<file path="config.mk">
export PLATFORM = sky130hd
export DESIGN_NAME = exec_mem_stage
export DESIGN_NICKNAME = d
export VERILOG_FILES = /design/src/rtl/exec_mem_stage.sv
export SDC_FILE = /design/constraint.sdc
export NUM_CORES = 1
export LEC_CHECK = 0
export ABC_AREA = 1
export CELL_PAD_IN_SITES_DETAIL_PLACEMENT = 1
export CELL_PAD_IN_SITES_GLOBAL_PLACEMENT = 2
export CORE_AREA = 2 2 177 309
export CTS_CLUSTER_SIZE = 20
export DETAILED_ROUTE_END_ITERATION = 10
export DIE_AREA = 0 0 179 311
export HOLD_SLACK_MARGIN = 0.12
export PLACE_DENSITY = 0.88
export SYNTH_ARGS = -nofsm -noshare
export SYNTH_HDL_FRONTEND = slang
export SYNTH_SLANG_ARGS = --single-unit
</file>
<file path="constraint.sdc">
create_clock -name clk -period 1.72 [get_ports clk]
set_clock_uncertainty 0.05 [all_clocks]
set_input_delay 0.516 -clock clk [delete_from_list [all_inputs] [get_ports clk]]
set_output_delay 0.516 -clock clk [all_outputs]
set_load 0.01 [all_outputs]
</file>
<file path="src/rtl/exec_mem_stage.sv">
// exec_mem_stage: NanoQuarter stage 2, ALU/branch execute plus APB data access.
// Define APB_TIMEOUT_EN to bound ACCESS waits by TIMEOUT cycles and raise err.
module exec_mem_stage #(
  parameter int DATA_W = 16,
  parameter int ADDR_W = 6,
  parameter int PC_W   = 32
`ifdef APB_TIMEOUT_EN
  ,
  parameter int TIMEOUT = 15
`endif
) (
  input  logic              clk,
  input  logic              rst,
  input  logic              in_valid,
  output logic              in_ready,
  input  logic [1:0]        op_in,
  input  logic [2:0]        funct_in,
  input  logic [3:0]        shamt_in,
  input  logic [DATA_W-1:0] reg1data_in,
  input  logic [DATA_W-1:0] reg2data_in,
  input  logic [7:0]        idata_in,
  input  logic [7:0]        jtarget_in,
  input  logic [4:0]        boffset_in,
  input  logic [ADDR_W-1:0] memaddr_in,
  input  logic [2:0]        wdst_in,
  input  logic [PC_W-1:0]   PC_in,
  output logic [ADDR_W-1:0] paddr,
  output logic              psel,
  output logic              penable,
  output logic              pwrite,
  output logic [DATA_W-1:0] pwdata,
  input  logic [DATA_W-1:0] prdata,
  input  logic              pready,
  output logic              wb_valid,
  output logic              wb_we,
  output logic [2:0]        wb_dst,
  output logic [DATA_W-1:0] wb_data,
  output logic              pc_load,
  output logic [PC_W-1:0]   PC_out,
  output logic              err
);

  typedef enum logic [1:0] {
    IDLE,
    SETUP,
    ACCESS
  } state_t;

  typedef struct packed {
    logic              we;
    logic [DATA_W-1:0] data;
    logic              pc_load;
    logic [PC_W-1:0]   pc;
  } res_t;

  state_t state;
  logic   accept;

  assign in_ready = (state == IDLE);
  assign accept   = in_valid & in_ready;

  logic op_alu, op_imm, op_mem, op_ctl;

  assign op_alu = (op_in == 2'b00);
  assign op_imm = (op_in == 2'b01);
  assign op_mem = (op_in == 2'b10);
  assign op_ctl = (op_in == 2'b11);

  logic [DATA_W-1:0] imm_s;
  logic [DATA_W-1:0] imm_z;
  logic [DATA_W-1:0] slt;
  logic [PC_W-1:0]   pc_inc;
  logic [PC_W-1:0]   jmp_off;
  logic [PC_W-1:0]   br_off;

  assign imm_s   = {{(DATA_W-8){idata_in[7]}}, idata_in};
  assign imm_z   = {{(DATA_W-8){1'b0}}, idata_in};
  assign slt     = {{(DATA_W-1){1'b0}},
                    $signed(reg1data_in) < $signed(reg2data_in)};
  assign pc_inc  = PC_in + PC_W'(1);
  assign jmp_off = {{(PC_W-8){jtarget_in[7]}}, jtarget_in};
  assign br_off  = {{(PC_W-5){boffset_in[4]}}, boffset_in};

  res_t res;
  logic is_load;
  logic is_store;

  always_comb begin
    res      = '0;
    res.pc   = pc_inc;
    is_load  = 1'b0;
    is_store = 1'b0;
    unique case (1'b1)
      op_alu: begin
        res.we = 1'b1;
        unique case (funct_in)
          3'd0: res.data = reg1data_in + reg2data_in;
          3'd1: res.data = reg1data_in - reg2data_in;
          3'd2: res.data = reg1data_in & reg2data_in;
          3'd3: res.data = reg1data_in | reg2data_in;
          3'd4: res.data = reg1data_in ^ reg2data_in;
          3'd5: res.data = reg1data_in << shamt_in;
          3'd6: res.data = reg1data_in >> shamt_in;
          default: res.data = slt;
        endcase
      end
      op_imm: begin
        if (funct_in == 3'd0) begin
          res.we   = 1'b1;
          res.data = reg1data_in + imm_s;
        end else if (funct_in == 3'd1) begin
          res.we   = 1'b1;
          res.data = imm_z;
        end
      end
      op_mem: begin
        is_load  = (funct_in == 3'd0);
        is_store = (funct_in == 3'd1);
      end
      op_ctl: begin
        unique case (funct_in)
          3'd0: begin
            res.pc_load = 1'b1;
            res.pc      = PC_in + jmp_off;
          end
          3'd1: begin
            if (reg1data_in != reg2data_in) begin
              res.pc_load = 1'b1;
              res.pc      = pc_inc + br_off;
            end
          end
          3'd2: begin
            res.pc_load = 1'b1;
            res.pc      = PC_W'(reg1data_in);
          end
          default: res.pc_load = 1'b0;
        endcase
      end
      default: res.pc_load = 1'b0;
    endcase
  end

  // Memory ops park their writeback fields here until the APB transfer ends.
  logic            mem_load;
  logic [2:0]      mem_dst;
  logic [PC_W-1:0] mem_pc;

`ifdef APB_TIMEOUT_EN
  localparam int CNT_W = (TIMEOUT > 1) ? $clog2(TIMEOUT) : 1;
  logic [CNT_W-1:0] cnt;
`else
  assign err = 1'b0;
`endif

  always_ff @(posedge clk or negedge rst) begin
    if (!rst) begin
      state    <= IDLE;
      psel     <= 1'b0;
      penable  <= 1'b0;
      pwrite   <= 1'b0;
      paddr    <= '0;
      pwdata   <= '0;
      wb_valid <= 1'b0;
      wb_we    <= 1'b0;
      wb_dst   <= '0;
      wb_data  <= '0;
      pc_load  <= 1'b0;
      PC_out   <= '0;
      mem_load <= 1'b0;
      mem_dst  <= '0;
      mem_pc   <= '0;
`ifdef APB_TIMEOUT_EN
      err      <= 1'b0;
      cnt      <= '0;
`endif
    end else begin
      wb_valid <= 1'b0;
      pc_load  <= 1'b0;
`ifdef APB_TIMEOUT_EN
      err      <= 1'b0;
`endif
      unique case (state)
        IDLE: begin
          if (accept) begin
            if (is_load | is_store) begin
              state    <= SETUP;
              psel     <= 1'b1;
              penable  <= 1'b0;
              paddr    <= memaddr_in;
              pwrite   <= is_store;
              pwdata   <= reg2data_in;
              mem_load <= is_load;
              mem_dst  <= wdst_in;
              mem_pc   <= pc_inc;
            end else begin
              wb_valid <= 1'b1;
              wb_we    <= res.we;
              wb_dst   <= wdst_in;
              wb_data  <= res.data;
              pc_load  <= res.pc_load;
              PC_out   <= res.pc;
            end
          end
        end
        SETUP: begin
          state   <= ACCESS;
          penable <= 1'b1;
`ifdef APB_TIMEOUT_EN
          cnt     <= '0;
`endif
        end
        ACCESS: begin
          if (pready) begin
            state    <= IDLE;
            psel     <= 1'b0;
            penable  <= 1'b0;
            wb_valid <= 1'b1;
            wb_we    <= mem_load;
            wb_dst   <= mem_dst;
            wb_data  <= mem_load ? prdata : '0;
            PC_out   <= mem_pc;
          end
`ifdef APB_TIMEOUT_EN
          else if (cnt == CNT_W'(TIMEOUT - 1)) begin
            state    <= IDLE;
            psel     <= 1'b0;
            penable  <= 1'b0;
            wb_valid <= 1'b1;
            wb_we    <= 1'b0;
            wb_dst   <= mem_dst;
            wb_data  <= '0;
            PC_out   <= mem_pc;
            err      <= 1'b1;
          end else begin
            cnt <= cnt + CNT_W'(1);
          end
`endif
        end
        default: state <= IDLE;
      endcase
    end
  end

endmodule

</file>
==> results.yml, run 1 <==
place:
  place_congestion: 1.06
  portBuffers: 202
  dp_cells: 4206
  pre_cts_ws_ps: -2990
  hpwl_mm: 79.1
global_routing:
  grt_max_degree: 41
  grt_pass1_wl_mm: 216
  grt_overflow: 151
  track_usage: 0.520
  grt_pass1_vias: 31600
synth:
  synthMuxAreaShare: 0
  synth-simple-area-share: 0.419
  synth_edf_count: 0
  yosysTopAreaCellShare: 0.230
  netlist_area_um2: 15800
  synthCells: 2774
  async_reset_ff_frac: 1.00
  synth_cell_types: 51
  synth_xor_area_frac: 0.0132
  ys.flop_type: "dfrtp_1"
  syn_avg_cell_area_um2: 5.70
  ys.warnings.count: 0
  synth-compound-area-share: 0.163
  synth_area_leader_cell: "nand2_1"
  synthTopCellsByArea: "nand2_1 (23%), dfrtp_1 (19%), ha_1 (10%), inv_1 (7.7%), nand3_1 (7.7%)"
  synthAdderAreaFrac: 0.111
  synth_top_family_by_area: "simple AND/OR/NAND/NOR gates"
  ys_seq_area_frac: 0.185
  ys_ff_latch: 117
  synth_nets: 3034
clock_tree:
  clkSinkCount: 117
  clockBufferDepth: 2
  cts_buffers: 17
  root_buffer: "clkbuf_16"
  h-tree-depth: 4
floorplanning:
  die_w_um: 179
  rows: 112
  start_util: 0.298
  fp.dieH_um: 311
  io_pins: 204
outcome:
  toolErrorMsg: "[ERROR GRT-0116] Global routing finished with congestion. Check the congestion regions in the DRC Viewer."
  run_status: "stopped before the end"
  lastStage: "global routing (5_1_grt)"
==> Yosys cell counts, types with 2 or more instances <==
master     count
a211oi_1       2
a21boi_0       2
a21o_1         9
a21oi_1      218
a221oi_1       2
a31oi_1        5
a32oi_1        2
and2_1         8
buf_1          2
buf_2         39
buf_4          8
buf_6          4
clkbuf_1      29
clkinv_1       2
dfrtp_1      117
fa_1           5
ha_1         132
inv_1        324
inv_2         17
nand2_1      967
nand2_2        3
nand3_1      243
nand3b_1      11
nand4_1       28
nor2_1       256
nor2_2        13
nor2_4         3
nor3_1        28
nor3_2         4
nor4_1         7
nor4_2         2
o2111ai_1      3
o211ai_1      23
o21a_1         5
o21ai_0      146
o21ai_1       38
o21bai_1      12
o22ai_1        8
or2_2         15
xnor2_1        6
xor2_1        16
==> what timing repair did <==
item | CTS
gates resized for setup | 1122
setup buffers | 117
hold endpoints to repair | 21
hold buffers | 1
gates cloned | 19
endpoints found under the setup margin | 196
pin swaps | 243
==> through the flow <==
stage | cell area, um^2 | hold WS, ps
CTS | 28600 | 358
detailed placement | 24100 | 418
global placement | 24100 | 402
floorplan | 16800 | 170
==> kinds of logic after synthesis <==
family          after synthesis
simple gates               1592
flops                       117
other cells                   1
buf+inv                     426
compound gates              478
xor+xnor                     23
fa+ha+maj                   137
==> metal layers <==
| layer | GRT overflow | GRT usage |
|---|---|---|
| met1 | 1 | 0.477 |
| met2 | 83 | 0.767 |
| met3 | 1 | 0.298 |
| met4 | 66 | 0.536 |
| met5 | 0 | 0.0408 |
==> run 2, diff against run 1 <==
Settings changed: CELL_PAD_IN_SITES_DETAIL_PLACEMENT 1 to default, CELL_PAD_IN_SITES_GLOBAL_PLACEMENT 2 to default, CORE_AREA 2 2 177 309 to 2 2 285 287, CTS_CLUSTER_SIZE 20 to default, DIE_AREA 0 0 179 311 to 0 0 287 289, HOLD_SLACK_MARGIN 0.12 to default, PLACE_DENSITY 0.88 to default, PLACE_DENSITY_LB_ADDON from default to 0.15.
==> run 2 against run 1 <==
Net effect:
- the flow now finishes, with violations (setup timing)
- synthesized cell count unchanged
- area after synthesis unchanged
==> results.yml, run 2 <==
worst_setup_path:
  cp-start-kind: "input pin"
  crit_path_end_kind: "flop"
  critPathKind: "in2reg"
  timing.rr.end: "mem_pc[4]"
  cp.required_ps: 2000
  worstPathArrival_ps: 3220
  reg2regPathDepth: 12
  rr_startpoint: "state[0]"
  ff2ff_setup_slack_ps: -120
  worst-path-max-fanout: 5
synth:
  yosysTopAreaCellShare: 0.230
  synth_cell_types: 51
  synth_area_leader_cell: "nand2_1"
  synthTopCellsByCount: "nand2_1 (967), inv_1 (324), nor2_1 (256)"
  ys.warnings.count: 0
  syn_avg_cell_area_um2: 5.70
  post-synth-top-count-cell: "nand2_1"
  synth_edf_count: 0
  ys_ff_latch: 117
  synthTopCellsByArea: "nand2_1 (23%), dfrtp_1 (19%), ha_1 (10%), inv_1 (7.7%), nand3_1 (7.7%)"
  netlist_area_um2: 15800
  ys.flop_type: "dfrtp_1"
  synth_nets: 3034
  async_reset_ff_frac: 1.00
  ys_seq_area_frac: 0.185
  synthCells: 2774
global_routing:
  grt_overflow: 0
  grt_pass1_wl_mm: 132
  track_usage: 0.212
  grt_pass1_vias: 21400
  antenna_found_initial: 1
  grt_max_degree: 43
final_layout:
  num_antenna_cells: 0
  syn_to_final_growth_pct: 93.0
  drive_gt1_frac: 0.460
  utilization: 0.382
  top_regs: "PC_out x32, mem_pc x32"
  fill_cells: 8661
  final_cell_mix: "nand2_1 (712), buf_4 (651), inv_1 (217)"
  final_common_cell: "nand2_1"
  final_nets: 3971
outcome:
  violations: "setup timing"
  run_status: "finished, violations left"
route:
  wl_per_cell_um: 19.1
  drt-met1-wl_mm: 39.2
  drt-vias-per-instance: 4.54
  wl_mm: 91.5
  dr_wl_met3_mm: 3.41
  firstDrtPassIters: 7
  wl_met2_mm: 46.4
  via_count: 21700
  drt_iter0_drc: 1348
  postRouteAntennaNets: 0
  drc: 0
  top_layer: "met5"
floorplanning:
  fp.dieH_um: 289
  core_um2: 79900
  die_w_um: 287
  io_pins: 204
  rows: 104
  start_util: 0.198
  fp.dieArea_um2: 82900
power:
  vdd.ir_drop.worst_mv: 0.685
  p_leak_uw: 0.0150
  power_density_nw_per_um2: 551
clock_tree:
  clk_latency_ps: 450
  clockBufferDepth: 2
  cts_tree: "yes"
  clkSinkCount: 117
  h-tree-depth: 4
  clk_pin_slew_worst_paths_ps: 70
  root_buffer: "clkbuf_16"
  cts_buffers: 17
hold_path:
  hold_class: "in2reg"
  hold_start: "reg2data_in[13]"
  whs_endpoint: "pwdata[13]"
  min_path_cells: 4
timing:
  final_hold_viol_count: 0
  clock.fmax_mhz: 340
  setup_viol: 94
  period_share: 1.71
  whs_ps: 382
  tns_ps: -41020
  drv_slew: 0
  rsz0062_at_grt: "true"
  setup_ws_ps: -1230
  fin_crit_ps: 2950
place:
  pre_cts_ws_ps: -2590
  place_congestion: 0.949
  portBuffers: 202
  hpwl_mm: 72.4
run:
  max_cap_violations: 0
[run 2: cell counts after synthesis]
No cell type changed its count.
[run 2: critical path, stage by stage]
cell	delay (ps)
buf_12	110
ha_4	140
inv_2	40
nor3_4	200
nand2_2	110
nor2_4	150
inv_4	70
nor2_4	140
xnor2_2	160
inv_2	90
ha_4	280
nand2_1	80
nand2_2	60
o21bai_4	180
a21oi_2	170
nand2_4	110
or2_4	230
nand3_1	60
nand3_1	80
nand2_1	60
nand2_1	50
nand2_1	60
nand2_1	40
[run 2: how the worst max path moves through the flow]
stage	start	to	slack [ps]	cells after the start
floorplan	PC_in[0]	PC_out[15]	-1230	22
global placement	PC_in[10]	PC_out[30]	-2560	23
detailed placement	PC_in[10]	PC_out[26]	-2590	22
CTS	PC_in[0]	PC_out[17]	-1250	25
global route	PC_in[0]	PC_out[25]	-1370	25
finish	PC_in[0]	PC_out[15]	-1230	23
[run 2: per-layer routing]
layer / vias up / global-route usage
met5: - / 0
met4: 2 / 0.0548
met3: 97 / 0.0224
met2: 463 / 0.389
met1: 10300 / 0.262
li1: 10900 / -
[run 2: logic make-up after synthesis]
kind of cell / after synthesis / share of synthesized area
and+or+nand+nor: 1592 / 0.419
AOI/OAI and AO/OA: 478 / 0.163
buffers and inverters: 426 / 0.108
adders and majority gates: 137 / 0.111
DFF: 117 / 0.185
xor gates and xnor gates: 23 / 0.0132
other: 1 / 0.000237
[run 2: cell type report]
class / instances / area, um^2 / share of cell area
clock buffers: 20 / 457 / 0.0150
clock inverters: 12 / 140 / 0.00459
inverters: 343 / 1510 / 0.0494
multi-input cells: 2231 / 15000 / 0.493
flip-flops and latches: 117 / 2930 / 0.0960
well taps: 1060 / 1330 / 0.0435
repair buffers: 997 / 9070 / 0.297
repair inverters: 4 / 46.3 / 0.00152
[run 2: power by group]
part	internal, uW	switching [uW]
Sequential	3330	379
Combinational	4330	4960
Clock	2230	1580
Total	9900	6920
[run 2: stage by stage]
stage,std cells,instance area [um^2],total power (uW)
finish,4784,30500,16800
global route,4784,30500,17900
CTS,4706,28200,16000
detailed placement,4586,24600,11400
global placement,4586,24600,11500
floorplan,2774,16800,7240
[run 2: timing repair]
item,in CTS,in global routing
hold endpoints to repair,19,0
hold buffers,1,0
resized for setup,1020,515
gates cloned,13,9
setup endpoints to repair,196,138
buffers inserted,78,87
pin swaps,249,247
(Power assumes the default switching activity.)
==> run 3, diff against run 2 <==
Clock period 1.72 ns to 3.6 ns, I/O delays scaled along.
==> run 3 against run 2 <==
Net effect:
- the flow now finishes without violations
- die area is the same
- non-clock buffer count shrank 230
- combinational power shrank 61%
- cell area shrank 17%
- wire length shrank 7.7%
- hold slack gained 37 ps
- cell count shrank 4.9%
- first-iteration DRC count shrank 6.8%
- sequential cell count is the same
- global-route usage shrank 1.3 points
- count of clock-buffer cells in the layout is the same
- critical path depth shrank 3
- largest power group unchanged
- highest routed layer unchanged
==> results.yml, run 3 (synthesis results as in run 2) <==
timing:
  setup_ws_ps: 79.7
  setup_viol: 0
  period_share: 0.978
  slew_headroom: 0.390
  max_slew.worst_pin.slew_ps: 916
  drv_slew: 0
  rsz0062_at_grt: "true"
  fin_crit_ps: 3520
  final_hold_viol_count: 0
  clock.fmax_mhz: 284
global_routing:
  grt_overflow: 0
  grt_pass1_wl_mm: 124
  antenna_found_initial: 3
  track_usage: 0.199
  grt_max_degree: 64
  grt_pass1_vias: 20000
clock_tree:
  cts_tree: "yes"
  clkSinkCount: 117
  h-tree-depth: 4
  root_buffer: "clkbuf_16"
  clk_latency_ps: 430
  cts_buffers: 17
  clk_pin_slew_worst_paths_ps: 60
  clockBufferDepth: 2
place:
  portBuffers: 202
  pre_cts_ws_ps: -1470
  hpwl_mm: 70.9
  place_congestion: 0.928
worst_setup_path:
  cpMaxStageDelayCell: "ha_1"
  critPathKind: "in2reg"
  worstPathArrival_ps: 3780
  worst-path-max-fanout: 3
  cp-start-kind: "input pin"
  crit_path_end_kind: "flop"
  crit_chain: "buf_12 > clkinvlp_4 > nor3_4 > buf_4 > nand2_8 > xor2_2 > buf_4 > inv_1 > ha_1 > a21oi_2 > o21ai_1 > a21oi_2 > nand2_2 > or2_2 > nand2_1 > nand3_2 > nand2_2 > nand2_2 > nand2_1 > nand2_1"
  slowest_delay_ps: 310
  cp.required_ps: 3860
power:
  p_leak_uw: 0.0128
  vdd.ir_drop.worst_mv: 0.328
  total_power_uw: 7190
  power_density_nw_per_um2: 284
route:
  drt_iter0_drc: 1257
  via_count: 20400
  drt-vias-per-instance: 4.47
  postRouteAntennaNets: 0
  firstDrtPassIters: 5
  wl_per_cell_um: 18.6
  wl_mm: 84.4
  drc: 0
floorplanning:
  core_um2: 79900
  fp.dieH_um: 289
  die_w_um: 287
  rows: 104
  fp.dieArea_um2: 82900
  io_pins: 204
  start_util: 0.198
final_layout:
  syn_to_final_growth_pct: 60.2
  final_nets: 3737
  utilization: 0.317
  final_common_cell: "nand2_1"
  top_regs: "PC_out x32, mem_pc x32"
  drive_gt1_frac: 0.276
  final_cell_mix: "nand2_1 (873), buf_4 (528), inv_1 (288)"
  fill_cells: 9041
hold_path:
  hold_class: "reg2reg"
outcome:
  run_status: "finished, final reports clean"
run:
  max_cap_violations: 0
-- run 3: per-stage QoR --
step | instances | hold WS, ps | TNS [ps] | cell area [um^2]
5_1_grt | 4551 | 447 | -872 | 25300
4_1_cts | 4533 | 423 | -41.3 | 24400
6_report | 4551 | 420 | 0 | 25300
2_1_floorplan | 2774 | 387 | 0 | 15800
3_3_place_gp | 4476 | 404 | -34930 | 22900
3_5_place_dp | 4476 | 408 | -34440 | 22900
-- run 3: routing by layer --
metal	wire [um]	global-route usage	up-vias
li1	-	-	10400
met2	42700	0.363	441
met1	36000	0.245	9418
met5	25	0	-
met3	2980	0.0189	92
met4	2670	0.0634	4
-- run 3: final cells by class --
cell class / instances / area, um^2 / share of cell area
well taps: 1060 / 1330 / 0.0524
multi-input cells: 2231 / 12700 / 0.501
repair buffers: 767 / 6460 / 0.255
clock buffers: 20 / 467 / 0.0184
inverters: 343 / 1310 / 0.0516
clock inverters: 12 / 143 / 0.00563
diodes: 1 / 2.50 / 0.0000988
flip-flops and latches: 117 / 2930 / 0.116
-- run 3: worst max-delay path, delay by kind of cell --
kind            cells  cell delay (ps)
compound gates      3              510
fa+ha+maj           1              310
simple gates       10             1080
xor+xnor            1              140
buf+inv             5              640
-- run 3: report_power, final --
group	internal, uW	switching, uW	leakage, uW	total (uW)
clock	1080	704	0.000286	1790
combinational	1650	2000	0.0110	3650
sequential	1590	160	0.00146	1750
-- run 3: timing repair --
| item | CTS | global route |
|---|---|---|
| cloned | 0 | 0 |
| setup endpoints to repair | 28 | 28 |
| gates resized for setup | 236 | 261 |
| hold buffers | 0 | 0 |
| pin swaps | 65 | 107 |
| setup buffers | 26 | 20 |
-- run 3: path summary, 6_finish.rpt --
kind / endpoint / cells past startpoint / slack [ps] / startpoint
min reg2reg: paddr[4] / 2 / 420 / paddr[4]
max: PC_out[14] / 20 / 80 / PC_in[0]
max reg2reg: penable / 9 / 1400 / state[1]
max in group asynchronous: mem_pc[4] / 2 / 2230 / rst
min: paddr[4] / 2 / 420 / paddr[4]
min in group asynchronous: wb_data[10] / 1 / 550 / rst
==> run 4, diff against run 3 <==
Settings changed: REMOVE_ABC_BUFFERS from default to 1.
==> run 4 against run 3 <==
Net effect:
- register-to-register slack improved by 280 ps
- largest cell class unchanged
- core utilization fell by 0.45 points
- non-clock buffer count fell by 26
- die area did not move
- sequential share of layout area rose by 0.17 points
- fmax rose by 0.11%
- critical path depth rose by 4
- sequential power barely moved
- sequential cell count did not move
- wire length fell by 2.5%
==> results.yml, run 4 (synthesis results as in run 2) <==
worst_setup_path:
  critPathKind: "in2reg"
  crit_buf_inv: 5
  worstPathArrival_ps: 3840
  cp.required_ps: 3920
  cp_top_family: "simple AND/OR/NAND/NOR gates"
  cpMostUsedCell: "nand2_1"
  crit_chain: "dlygate4sd2_1 > nand2_1 > buf_4 > nor2_2 > nand4_1 > nor3_4 > buf_4 > nand2_1 > nand2_2 > inv_1 > ha_4 > nand2_1 > buf_4 > nor3_4 > and2_4 > nand2_1 > nand2_1 > nand2_1 > nand3_2 > nand2_1 > nand2_1 > nand2_1 > nand2_1 > nand2_1"
  cp-start-kind: "input pin"
  slowest_delay_ps: 290
  cpMaxStageDelayCell: "ha_4"
  worst-path-max-fanout: 4
  crit_path_end_kind: "flop"
route:
  drt-vias-per-instance: 4.43
  postRouteAntennaNets: 0
  wl_per_cell_um: 18.2
  drc: 0
  firstDrtPassIters: 5
  via_count: 20100
  wl_mm: 82.3
  drt_iter0_drc: 1356
timing:
  drv_slew: 0
  final_hold_viol_count: 0
  whs_ps: 419
  max_slew.worst_pin.slew_ps: 652
  period_share: 0.977
  tns_ps: 0
  rsz0062_at_grt: "true"
  setup_viol: 0
  fin_crit_ps: 3520
  slew_headroom: 0.565
  clock.fmax_mhz: 284
run:
  max_cap_violations: 0
clock_tree:
  clockBufferDepth: 2
  clkSinkCount: 117
  root_buffer: "clkbuf_16"
  h-tree-depth: 4
  ctsHoldBuffers: 0
  clk_latency_ps: 490
  clk_pin_slew_worst_paths_ps: 60
  cts_tree: "yes"
  cts_buffers: 17
power:
  p_seq_frac: 0.242
  p_sw_uw: 2960
  vdd.ir_drop.worst_mv: 0.319
  power_density_nw_per_um2: 291
  total_power_uw: 7270
  p_leak_uw: 0.0126
  clkPwrFrac: 0.260
  intPower_uw: 4310
  combinationalPowerShare: 0.499
  swShare: 0.407
floorplanning:
  die_w_um: 287
  io_pins: 204
  start_util: 0.198
  fp.dieArea_um2: 82900
  core_um2: 79900
  fp.dieH_um: 289
  rows: 104
final_layout:
  top_regs: "PC_out x32, mem_pc x32"
  drive_gt1_frac: 0.260
  utilization: 0.313
  syn_to_final_growth_pct: 57.9
  final_cell_mix: "nand2_1 (896), buf_4 (509), inv_1 (296)"
  final_nets: 3711
  fill_cells: 8968
  stdcell_count: 4526
  final_common_cell: "nand2_1"
global_routing:
  track_usage: 0.197
  grt_overflow: 0
  grt_pass1_vias: 20000
  grt_max_degree: 73
  antenna_found_initial: 3
  grt_pass1_wl_mm: 122
place:
  dp_cells: 4457
  place_congestion: 0.884
  portBuffers: 202
  hpwl_mm: 68.0
outcome:
  run_status: "finished, final reports clean"
hold_path:
  hold_class: "reg2reg"
## run 4: cell count changes in the layout (fill, tap and decap cells not counted), moves of 4 or more
cell	previous run	this run
nand2_1	873	896
buf_4	528	509
nand2_2	72	60
buf_6	26	15
nand2_4	23	14
inv_1	288	296
nor2_4	28	21
nor2_1	215	221
inv_2	45	40
clkbuf_2	13	9
dlygate4sd2_1	2	6
## run 4: routing by layer
metal	routed length, um	global-route usage	part of all wire
met3	4090	0.0322	0.050
met4	1690	0.0525	0.020
met1	41100	0.281	0.50
met2	35500	0.307	0.43
met5	13	0	0.00016
## run 4: worst register-to-register path, cell delays in order, from the launching register on
cell     delay, ps
dfrtp_1        400
nor2_2         400
nand2_1        140
inv_1          510
a21oi_1        190
a21oi_1        160
## run 4: worst paths after layout
path	startpoint	to	slack [ps]	cells past startpoint
max reg2reg	state[0]	wb_data[8]	1680	5
max in group asynchronous	rst	pwdata[5]	2130	2
min in group asynchronous	rst	paddr[4]	490	1
min	paddr[1]	paddr[1]	420	2
max	PC_in[22]	PC_out[31]	80	24
min reg2reg	paddr[1]	paddr[1]	420	2
## run 4: cell type report
cell class	instances	area [um^2]	share of cell area
Clock inverter	12	140	0.00561
Timing Repair Buffer	741	6260	0.251
Sequential cell	117	2930	0.117
Clock buffer	20	467	0.0187
Tap cell	1060	1330	0.0531
Inverter	343	1300	0.0521
Antenna cell	2	5.00	0.000200
Multi-Input combinational cell	2231	12500	0.502
## run 4: through the flow
step / instance area (um^2) / setup slack (ps)
final: 25000 / 83.5
after global routing: 25000 / -121
after CTS: 24200 / 1.44
after detailed placement: 22700 / -1400
after global placement: 22700 / -1440
after floorplan: 15400 / -1340
## run 4: power by group through the flow
stage | registers, uW | clock network, uW | logic (uW)
floorplan | 1820 | 0 | 1430
detailed placement | 1780 | 0 | 3370
global route | 1790 | 2000 | 4000
CTS | 1760 | 1960 | 3490
global placement | 1780 | 0 | 3380
finish | 1760 | 1890 | 3620
## run 4: what timing repair did
item	CTS	global route
buffers inserted	23	13
pin swaps	52	99
endpoints found under the setup margin	28	28
cloned	0	0
resized for setup	197	223
